`config.mk`:
```
export PLATFORM = sky130hd
export DESIGN_NAME = ddr3_cmd_arbiter
export DESIGN_NICKNAME = d
export VERILOG_FILES = /design/src/rtl/ddr3_cmd_arbiter.sv
export SDC_FILE = /design/constraint.sdc
export NUM_CORES = 1
export LEC_CHECK = 0
export ABC_AREA = 0
export BUFFER_PORTS_ARGS = -buffer_cell sky130_fd_sc_hd__buf_2
export CORE_AREA = 2 2 95 97
export CTS_BUF_LIST = sky130_fd_sc_hd__clkbuf_8
export DETAILED_ROUTE_END_ITERATION = 10
export DIE_AREA = 0 0 97 99
export PLACE_DENSITY = 0.82
export REMOVE_ABC_BUFFERS = 1
export SYNTH_ARGS = -nofsm -noshare
export SYNTH_HDL_FRONTEND = slang
export SYNTH_SLANG_ARGS = --single-unit
```
`constraint.sdc`:
```
create_clock -name clk -period 3.15 [get_ports clk]
set_clock_uncertainty 0.1 [all_clocks]
set_input_delay 0.315 -clock clk [delete_from_list [all_inputs] [get_ports clk]]
set_output_delay 0.315 -clock clk [all_outputs]
set_load 0.02 [all_outputs]
```
`src/rtl/ddr3_cmd_arbiter.sv`:
```
// ddr3_cmd_arbiter: round-robin write/read burst arbiter for a shared DDR3 command port
module ddr3_cmd_arbiter #(
  parameter int SETTLE_CYCLES  = 4,
  parameter int TIMEOUT_CYCLES = 1024,
  parameter int FIFO_DEPTH     = 64
) (
  input  logic        clk,
  input  logic        rst,
  input  logic        wr_req,
  input  logic [27:0] wr_addr,
  input  logic [5:0]  wr_bl,
  output logic        wr_ack,
  input  logic        rd_req,
  input  logic [27:0] rd_addr,
  input  logic [5:0]  rd_bl,
  output logic        rd_ack,
  output logic        cmd_en,
  output logic [2:0]  cmd_instr,
  output logic [5:0]  cmd_bl,
  output logic [27:0] cmd_word_addr,
  input  logic        cmd_full,
  input  logic        cmd_empty,
  input  logic [6:0]  wr_count,
  input  logic [6:0]  rd_count,
  input  logic        wr_error,
  input  logic        rd_error,
  output logic        busy,
  output logic        last_grant,
  output logic        fault,
  output logic        timeout
);
  localparam int TW = TIMEOUT_CYCLES > 1 ? $clog2(TIMEOUT_CYCLES + 1) : 1;
  typedef enum logic [1:0] {IDLE, QUAL, ISSUE, SETTLE} state_t;
  state_t state, state_n;
  logic lat_rd;
  logic [27:0] lat_addr;
  logic [5:0] lat_bl;
  logic [3:0] scnt;
  logic [TW-1:0] tcnt;
  logic err, grant, grant_rd, abort, expire, qual_ok;
  logic [6:0] bl1;
  logic [7:0] rd_need;
  logic unused_ok;
  assign unused_ok = cmd_empty;
  assign cmd_en = state == ISSUE;
  assign wr_ack = cmd_en && !lat_rd;
  assign rd_ack = cmd_en && lat_rd;
  assign busy = state != IDLE;
  // grant choice, qualification and next state; abort beats timeout beats issue
  always_comb begin
    err = wr_error | rd_error;
    grant = !fault && !err && (wr_req || rd_req);
    grant_rd = rd_req && (!wr_req || !last_grant);
    abort = err || (lat_rd ? !rd_req : !wr_req);
    expire = (TIMEOUT_CYCLES != 0) && tcnt == TW'(1);
    bl1 = {1'b0, lat_bl} + 7'd1;
    rd_need = {1'b0, rd_count} + {2'b0, lat_bl} + 8'd1;
    qual_ok = !cmd_full && (lat_rd ? rd_need <= 8'(FIFO_DEPTH) : wr_count >= bl1);
    state_n = state == IDLE  ? (grant ? QUAL : IDLE) :
              state == QUAL  ? (abort || expire ? IDLE : qual_ok ? ISSUE : QUAL) :
              state == ISSUE ? SETTLE :
              (scnt == 4'd0 ? IDLE : SETTLE);
  end
  // state, latched request, counters, command outputs and sticky flags
  always_ff @(posedge clk) begin
    if (rst) begin
      state <= IDLE;
      lat_rd <= 1'b0;
      lat_addr <= '0;
      lat_bl <= '0;
      scnt <= '0;
      tcnt <= '0;
      cmd_instr <= '0;
      cmd_bl <= '0;
      cmd_word_addr <= '0;
      last_grant <= 1'b1;
      fault <= 1'b0;
      timeout <= 1'b0;
    end else begin
      state <= state_n;
      if (err) fault <= 1'b1;
      if (state == IDLE && grant) begin
        lat_rd <= grant_rd;
        lat_addr <= grant_rd ? rd_addr : wr_addr;
        lat_bl <= grant_rd ? rd_bl : wr_bl;
        last_grant <= grant_rd;
        tcnt <= TW'(TIMEOUT_CYCLES);
      end
      if (state == QUAL) begin
        tcnt <= tcnt - TW'(1);
        if (!abort && expire) timeout <= 1'b1;
        if (state_n == ISSUE) begin
          cmd_instr <= {2'b00, lat_rd};
          cmd_bl <= lat_bl;
          cmd_word_addr <= lat_addr;
        end
      end
      if (state == ISSUE) scnt <= 4'(SETTLE_CYCLES - 1);
      if (state == SETTLE) scnt <= scnt - 4'd1;
    end
  end
endmodule

```
==> impl_metrics.py, run 1 <==
metrics = {
    "detailed_routing": {
        "vias_per_cell": 5.24,
        "firstDrtPassIters": 4,
        "drc": 0,
        "vias": 3812,
        "drtIter0Drc": 117,
        "postRouteAntennaNets": 0,
        "wl_microns": 9800,
        "wl_per_cell_microns": 13.5,
    },
    "clock_network": {
        "cts_tree": "built",
        "clk_latency_ns": 0.34,
        "numCtsBuffers": 9,
        "ctsHoldBuffers": 0,
        "cts_buffer_depth": 2,
        "cts_max_level": 3,
        "clk_pin_slew_ns": 0.10,
        "cts_resized": 0,
        "clock_sinks": 90,
        "cts-root-buf": "clkbuf_8",
        "post_cts.repair.setup_buffers": 1,
    },
    "floorplan": {
        "die_area_sq_mm": 0.00960,
        "rows": 34,
        "die_h_microns": 99,
        "dieWidth_microns": 97,
        "core-area_sq_mm": 0.00855,
        "initial_core_util": 0.531,
        "io_pins": 134,
    },
    "power": {
        "leakage_nw": 2.26,
        "power_frac_clock": 0.331,
        "vdd_drop_max_v": 0.000209,
        "combPwrFrac": 0.160,
        "internal_power_w": 0.00175,
        "power.density_mw_per_mm2": 433,
        "p_sw_w": 0.000657,
        "p_sw_frac": 0.273,
        "seq_power_share": 0.508,
    },
    "synthesis": {
        "ys_ff_latch": 90,
        "synth-warning-count": 0,
        "synth_area_leaders": "dfxtp_1 40%, mux2i_1 15%, nand2b_1 10%",
        "synth_cell_type_count": 48,
        "synth_area_per_cell_sq_um": 9.31,
        "syn_area_sq_mm": 0.00454,
        "ys_seq_area_frac": 0.397,
        "syn-instance-count": 488,
        "synth_top_area_frac": 0.397,
        "synth_largest_area_cell": "dfxtp_1",
    },
    "global_routing": {
        "antenna_found_initial": 0,
        "grtUsageTotal": 0.207,
        "grt_max_degree": 73,
        "grt_pass1_vias": 3760,
        "grt_pass1_wl_microns": 16700,
        "gr-total-overflow": 0,
    },
    "placed_design": {
        "dpl.hpwl_microns": 7170,
        "portBuffers": 130,
        "gp_congestion": 0.792,
    },
    "setup_path": {
        "end_kind": "flop",
        "slowest_stage": "dfxtp_1",
        "critPathMaxStageDelay_ns": 0.40,
        "crit_chain": "ha_1, nand3_1, or2_2, ha_1, nand3b_1, o22ai_1, a21oi_1, a211oi_4, buf_12, mux2i_1",
        "crit_path_max_fanout": 21,
        "crit_top_cell": "ha_1",
        "required_ns": 3.33,
        "worstSetupPathType": "reg2reg",
        "start_kind": "flop",
        "arrival_ns": 2.81,
    },
    "timing": {
        "rsz0062_at_grt": "false",
        "setup-tns-final_ns": 0,
        "setup_viol_count_final": 0,
        "hold_viol_final": 0,
        "slew_viol_final": 0,
        "worst_pin_slew_ns": 0.640,
        "period_share": 0.836,
        "maxSlewHeadroom": 0.570,
        "clock.fmax_mhz": 380,
        "fin_crit_ns": 2.63,
    },
    "min_path": {
        "hp-class": "in2reg",
    },
    "finish": {
        "area_delta_synth_final_pct": 22.3,
        "final_nets": 721,
        "final_util": 0.650,
        "antenna_cells": 0,
        "layout-drive-gt1-share": 0.283,
    },
    "outcome": {
        "outcome": "complete, no violations",
    },
    "run": {
        "drv_cap": 0,
    },
}
[Yosys cell counts, drive strengths merged]
| cell type | number |
|---|---|
| dfxtp | 90 |
| nand2b | 74 |
| mux2i | 70 |
| nor2 | 55 |
| a211oi | 39 |
| clkbuf | 22 |
| ha | 17 |
| a21oi | 16 |
| buf | 11 |
| inv | 10 |
| nand2 | 8 |
| nand3 | 7 |
| o21ai | 5 |
| and3 | 4 |
| nor2b | 4 |
| nor4 | 4 |
| o211ai | 4 |
| xor2 | 4 |
| a21o | 3 |
| nor3 | 3 |
| o21a | 3 |
| or2 | 3 |
| or3 | 3 |
| or4 | 3 |
| a21boi | 2 |
| a22oi | 2 |
| a31oi | 2 |
| and2 | 2 |
| and2b | 2 |
| mux2 | 2 |
| nand3b | 2 |
| o22ai | 2 |
| xnor2 | 2 |
| a221oi | 1 |
| a311oi | 1 |
| a32oi | 1 |
| conb | 1 |
| nor4b | 1 |
| o311ai | 1 |
| o31a | 1 |
| or4b | 1 |
[stage by stage]
stage	cells	power (W)	cell area [sq um]	setup WS, ns	hold WS (ns)
after global routing	727	0.00253	5560	0.322	0.197
after detailed placement	710	0.00164	5340	-0.162	0.352
after CTS	727	0.00243	5560	0.506	0.177
after global placement	710	0.00162	5340	-0.0828	0.355
final	727	0.00241	5560	0.516	0.192
after floorplan	456	0.00149	4380	-2.76	0.284
[flip-flops by register name (all words and copies together) (netlist names)]
name           flops
cmd_bl             6
tcnt              11
state              2
last_grant         1
fault              1
lat_addr          28
scnt               4
cmd_word_addr     28
lat_bl             6
cmd_instr          1
lat_rd             1
timeout            1
[cells in the final DEF, fill, tap and decap left out, types with 3 or more instances in the layout]
cell,n
ha_1,17
clkbuf_8,9
mux2i_1,70
nand2_1,8
buf_2,130
a211oi_1,38
nor2b_1,4
nor4_1,4
and3_1,4
xor2_1,4
nand2b_1,73
nor2_1,55
inv_6,3
or2_2,3
inv_1,11
a21o_1,3
nand3_1,7
buf_12,3
nor3_1,3
dfxtp_1,90
buf_4,14
a21oi_1,16
o211ai_1,4
o21ai_0,4
[critical path, delay by kind of cell (launching register included)]
family	cells	cell delay [ns]
AOI/OAI and AO/OA	3	0.56
muxes	1	0.22
buffers and inverters	1	0.25
adders and majority gates	2	0.51
DFF	1	0.40
and+or+nand+nor	3	0.52
[cells by family after synthesis]
kind of cell             Yosys count  synth area share
AO/OA/AOI/OAI                     83             0.127
XOR/XNOR                           6            0.0116
multiplexers                      72             0.159
other                              1          0.000825
AND/OR/NAND/NOR                  176             0.213
flip-flops                        90             0.397
buffers and inverters             43            0.0452
adder cells (fa/ha/maj)           17            0.0468
[power by group through the flow]
stage	Combinational [W]	Sequential (W)	Clock (W)
2_1_floorplan	0.000246	0.00125	0
3_3_place_gp	0.000370	0.00125	0
3_5_place_dp	0.000388	0.00125	0
4_1_cts	0.000391	0.00122	0.000818
5_1_grt	0.000434	0.00123	0.000859
6_report	0.000386	0.00122	0.000797
[layer usage]
metal / vias up / track usage / share of wire
li1: 1967 / - / -
met1: 1736 / 0.251 / 0.44
met2: 100 / 0.366 / 0.49
met3: 9 / 0.0553 / 0.061
met4: 0 / 0.0531 / 0.0083
met5: - / 0 / 0
[area by class of cell]
cell class                 count  area [sq um]
fill                         706          3000
multi-input combinational    356          2560
sequential                    90          1800
timing repair buffer         147           816
tap                          108           135
clock buffer                   9           124
clock inverter                 7          76.3
inverter                      10          37.5
[path summary, 6_finish.rpt]
| check | start | endpoint | slack, ns | cells after the start |
|---|---|---|---|---|
| worst max register to register | lat_bl[1]$_SDFFE_PP0P_ | cmd_word_addr[17]$_SDFFE_PP0P_ | 0.52 | 10 |
| worst min register to register | timeout$_SDFFE_PP0P_ | timeout$_SDFFE_PP0P_ | 0.37 | 2 |
| worst min-delay path | wr_addr[1] | lat_addr[1]$_SDFFE_PP0P_ | 0.19 | 3 |
| worst max-delay path | lat_bl[1]$_SDFFE_PP0P_ | cmd_word_addr[17]$_SDFFE_PP0P_ | 0.52 | 10 |
(Power assumes the default switching activity.)
==> run 2: changes to the inputs <==
--- a/config.mk
+++ b/config.mk
@@ -5,13 +5,13 @@
 export SDC_FILE = /design/constraint.sdc
 export NUM_CORES = 1
 export LEC_CHECK = 0
-export ABC_AREA = 0
+export ABC_AREA = 1
 export BUFFER_PORTS_ARGS = -buffer_cell sky130_fd_sc_hd__buf_2
-export CORE_AREA = 2 2 95 97
+export CORE_AREA = 2 2 100 102
 export CTS_BUF_LIST = sky130_fd_sc_hd__clkbuf_8
 export DETAILED_ROUTE_END_ITERATION = 10
-export DIE_AREA = 0 0 97 99
-export PLACE_DENSITY = 0.82
+export DIE_AREA = 0 0 102 104
+export PLACE_DENSITY = 0.78
 export REMOVE_ABC_BUFFERS = 1
 export SYNTH_ARGS = -nofsm -noshare
 export SYNTH_HDL_FRONTEND = slang
==> constraint.sdc (replaced) <==
create_clock -name clk -period 2.1 [get_ports clk]
set_clock_uncertainty 0.1 [all_clocks]
set_input_delay 0.21 -clock clk [delete_from_list [all_inputs] [get_ports clk]]
set_output_delay 0.21 -clock clk [all_outputs]
set_load 0.02 [all_outputs]
==> run 2 against run 1 <==
The run now ends with negative setup slack left. Core utilization fell by 2.2 points. Global-route usage grew 2.6 points. Via count rose by 27%.
==> impl_metrics.py, run 2 <==
metrics = {
    "outcome": {
        "outcome": "complete, but fails checks",
        "violations": "negative setup slack",
    },
    "detailed_routing": {
        "vias_per_cell": 5.16,
        "drc": 0,
        "firstDrtPassIters": 5,
        "wl_microns": 12600,
        "drtIter0Drc": 234,
        "wl_per_cell_microns": 13.4,
        "vias": 4854,
        "postRouteAntennaNets": 0,
    },
    "floorplan": {
        "dieWidth_microns": 102,
        "die_h_microns": 104,
        "rows": 36,
        "core-area_sq_mm": 0.00955,
        "io_pins": 134,
        "initial_core_util": 0.479,
        "die_area_sq_mm": 0.0106,
    },
    "global_routing": {
        "gr-total-overflow": 0,
        "antenna_found_initial": 0,
        "grt_max_degree": 71,
        "grtUsageTotal": 0.233,
        "grt_pass1_wl_microns": 20300,
        "grt_pass1_vias": 4569,
    },
    "synthesis": {
        "dominantRegCellSynth": "dfxtp_1",
        "syn_area_sq_mm": 0.00457,
        "synth_largest_area_cell": "dfxtp_1",
        "synth_area_per_cell_sq_um": 6.94,
        "synth_top_area_frac": 0.394,
        "synth-warning-count": 0,
        "synth_compound_area_frac": 0.129,
        "muxShareOfSynthArea": 0,
        "synth_cell_type_count": 38,
        "synthXorXnorAreaFrac": 0.00957,
        "syn-instance-count": 659,
        "ys_ff_latch": 90,
        "synth_area_leaders": "dfxtp_1 39%, nand2_1 12%, nor2_1 8.2%",
        "yosys.area_share.simple": 0.312,
        "synth_most_common_cell": "nand2_1",
        "async_flop_share": 0,
        "synth_top_family_by_area": "simple AND/OR/NAND/NOR gates",
        "ys_seq_area_frac": 0.394,
        "synth_edf_count": 0,
        "synth_commonest_cells": "152 x nand2_1, 100 x nor2_1, 90 x dfxtp_1",
        "synth_fa_ha_area_frac": 0.0465,
    },
    "setup_path": {
        "end_kind": "flop",
        "slowest_stage": "dfxtp_4",
        "path_delay_family": "simple AND/OR/NAND/NOR gates",
        "worstSetupPathType": "reg2reg",
        "start_kind": "flop",
        "rr_worst_depth": 14,
        "crit_top_cell": "nor2_1",
        "crit_path_max_fanout": 9,
        "required_ns": 2.29,
        "arrival_ns": 2.75,
        "worstSetupPathDepth": 14,
        "critPathMaxStageDelay_ns": 0.39,
        "critPathBufInv": 2,
        "crit_chain": "ha_4, nand3_4, nor2_1, nand2_1, ha_4, nand2_2, o21a_1, a41oi_2, nand3_2, nor3_4, buf_6, clkbuf_16, nor2_1, nor2_1",
    },
    "power": {
        "p_sw_frac": 0.325,
        "leakage_nw": 2.75,
        "combPwrFrac": 0.242,
        "internal_power_w": 0.00281,
        "p_sw_w": 0.00135,
        "power_frac_clock": 0.296,
        "seq_power_share": 0.462,
        "vdd_drop_max_v": 0.000391,
        "power.density_mw_per_mm2": 695,
    },
    "run": {
        "drv_cap": 0,
    },
    "finish": {
        "layout-drive-gt1-share": 0.272,
        "instances_no_fill": 941,
        "final_common_cell": "nand2_1",
        "final_nets": 910,
        "antenna_cells": 0,
        "mostFrequentLayoutCells": "149 x nand2_1, 130 x buf_2, 95 x nor2_1",
        "reg.largest.list": "cmd_word_addr x28, lat_addr x28, tcnt x11",
        "area_delta_synth_final_pct": 31.0,
    },
    "placed_design": {
        "dp.cells": 912,
        "gp_congestion": 0.852,
        "portBuffers": 130,
        "dpl.hpwl_microns": 8520,
    },
    "clock_network": {
        "cts_buffer_depth": 2,
        "cts_max_level": 3,
        "cts_tree": "built",
        "numCtsBuffers": 9,
        "clk_pin_slew_ns": 0.10,
        "cts-root-buf": "clkbuf_8",
        "clk_latency_ns": 0.35,
        "clock_sinks": 90,
    },
    "timing": {
        "period_share": 1.22,
        "setup_viol_count_final": 37,
        "post-route-worst-setup-slack_ns": -0.466,
        "slew_viol_final": 0,
        "rsz0062_at_grt": "true",
        "hold_ws_ns": 0.0100,
        "hold_viol_final": 0,
        "fin_crit_ns": 2.57,
        "maxSlewHeadroom": 0.620,
        "clock.fmax_mhz": 390,
        "worst_pin_slew_ns": 0.563,
    },
    "min_path": {
        "hp-class": "in2reg",
        "whs_path_depth": 3,
    },
}
[run 2: changes by cell type after synthesis, sizes merged, moves of 10 or more]
cell    change
a211oi     -33
a31oi      +34
inv        +65
mux2i      -70
nand2     +145
nand2b     -74
nand3      +10
nand4      +41
nor2       +48
o21ai      +33
[run 2: cells by family after synthesis]
group | count (synthesis)
other | 1
adder cells (fa/ha/maj) | 17
AND/OR/NAND/NOR | 327
buffers and inverters | 116
flip-flops | 90
XOR/XNOR | 5
AO/OA/AOI/OAI | 103
[run 2: final cells by class]
cell class | instances | area [sq um]
clock inverters | 6 | 70.1
flip-flops and latches | 90 | 1810
well taps | 133 | 166
inverters | 77 | 289
fillers | 866 | 3560
repair buffers | 171 | 1130
multi-input cells | 454 | 2380
clock buffers | 10 | 138
[run 2: worst reg2reg max path, delay by kind of cell, from the launching register on]
kind | cells | cell delay (ns)
adder cells (fa/ha/maj) | 2 | 0.46
AO/OA/AOI/OAI | 2 | 0.43
AND/OR/NAND/NOR | 8 | 0.81
buffers and inverters | 2 | 0.31
flip-flops | 1 | 0.39
[run 2: path summary, 6_finish.rpt]
path,startpoint,to,slack [ns]
max,lat_bl[0]$_SDFFE_PP0P_,cmd_word_addr[24]$_SDFFE_PP0P_,-0.47
min,wr_addr[18],lat_addr[18]$_SDFFE_PP0P_,0.01
max reg2reg,lat_bl[0]$_SDFFE_PP0P_,cmd_word_addr[24]$_SDFFE_PP0P_,-0.47
min reg2reg,cmd_instr[0]$_SDFFE_PP0P_,cmd_instr[0]$_SDFFE_PP0P_,0.38
[run 2: per-stage QoR]
step / TNS [ns] / cell area (sq um) / utilization / power (W) / setup slack [ns]
4_1_cts: -12.98 / 5900 / 0.618 / 0.00415 / -0.395
5_1_grt: -18.57 / 5990 / 0.627 / 0.00439 / -0.551
6_report: -15.57 / 5990 / 0.627 / 0.00417 / -0.466
2_1_floorplan: -62.93 / 4370 / - / 0.00255 / -1.11
3_3_place_gp: -13.45 / 5460 / 0.572 / 0.00286 / -0.394
3_5_place_dp: -18.07 / 5460 / 0.572 / 0.00290 / -0.524
[run 2: power by group through the flow]
stage	combinational (W)	clock [W]	sequential, W
floorplan	0.000573	0	0.00198
global placement	0.000915	0	0.00195
detailed placement	0.000949	0	0.00196
CTS	0.000976	0.00126	0.00192
global route	0.00113	0.00132	0.00194
finish	0.00101	0.00124	0.00192
[run 2: routing by layer]
metal,part of all wire,vias to the layer above,track usage
met4,0.023,0,0.0743
li1,-,2449,-
met3,0.044,33,0.0430
met1,0.42,2240,0.285
met2,0.51,132,0.408
met5,0,-,0
[run 2: timing repair]
| item | CTS | global route |
|---|---|---|
| buffers inserted | 4 | 1 |
| endpoints found under the setup margin | 37 | 39 |
| endpoints found under the hold margin | 3 | 0 |
| hold buffers | 4 | 0 |
| gates resized for setup | 21 | 12 |
| pin swaps | 3 | 3 |
| cloned | 3 | 1 |
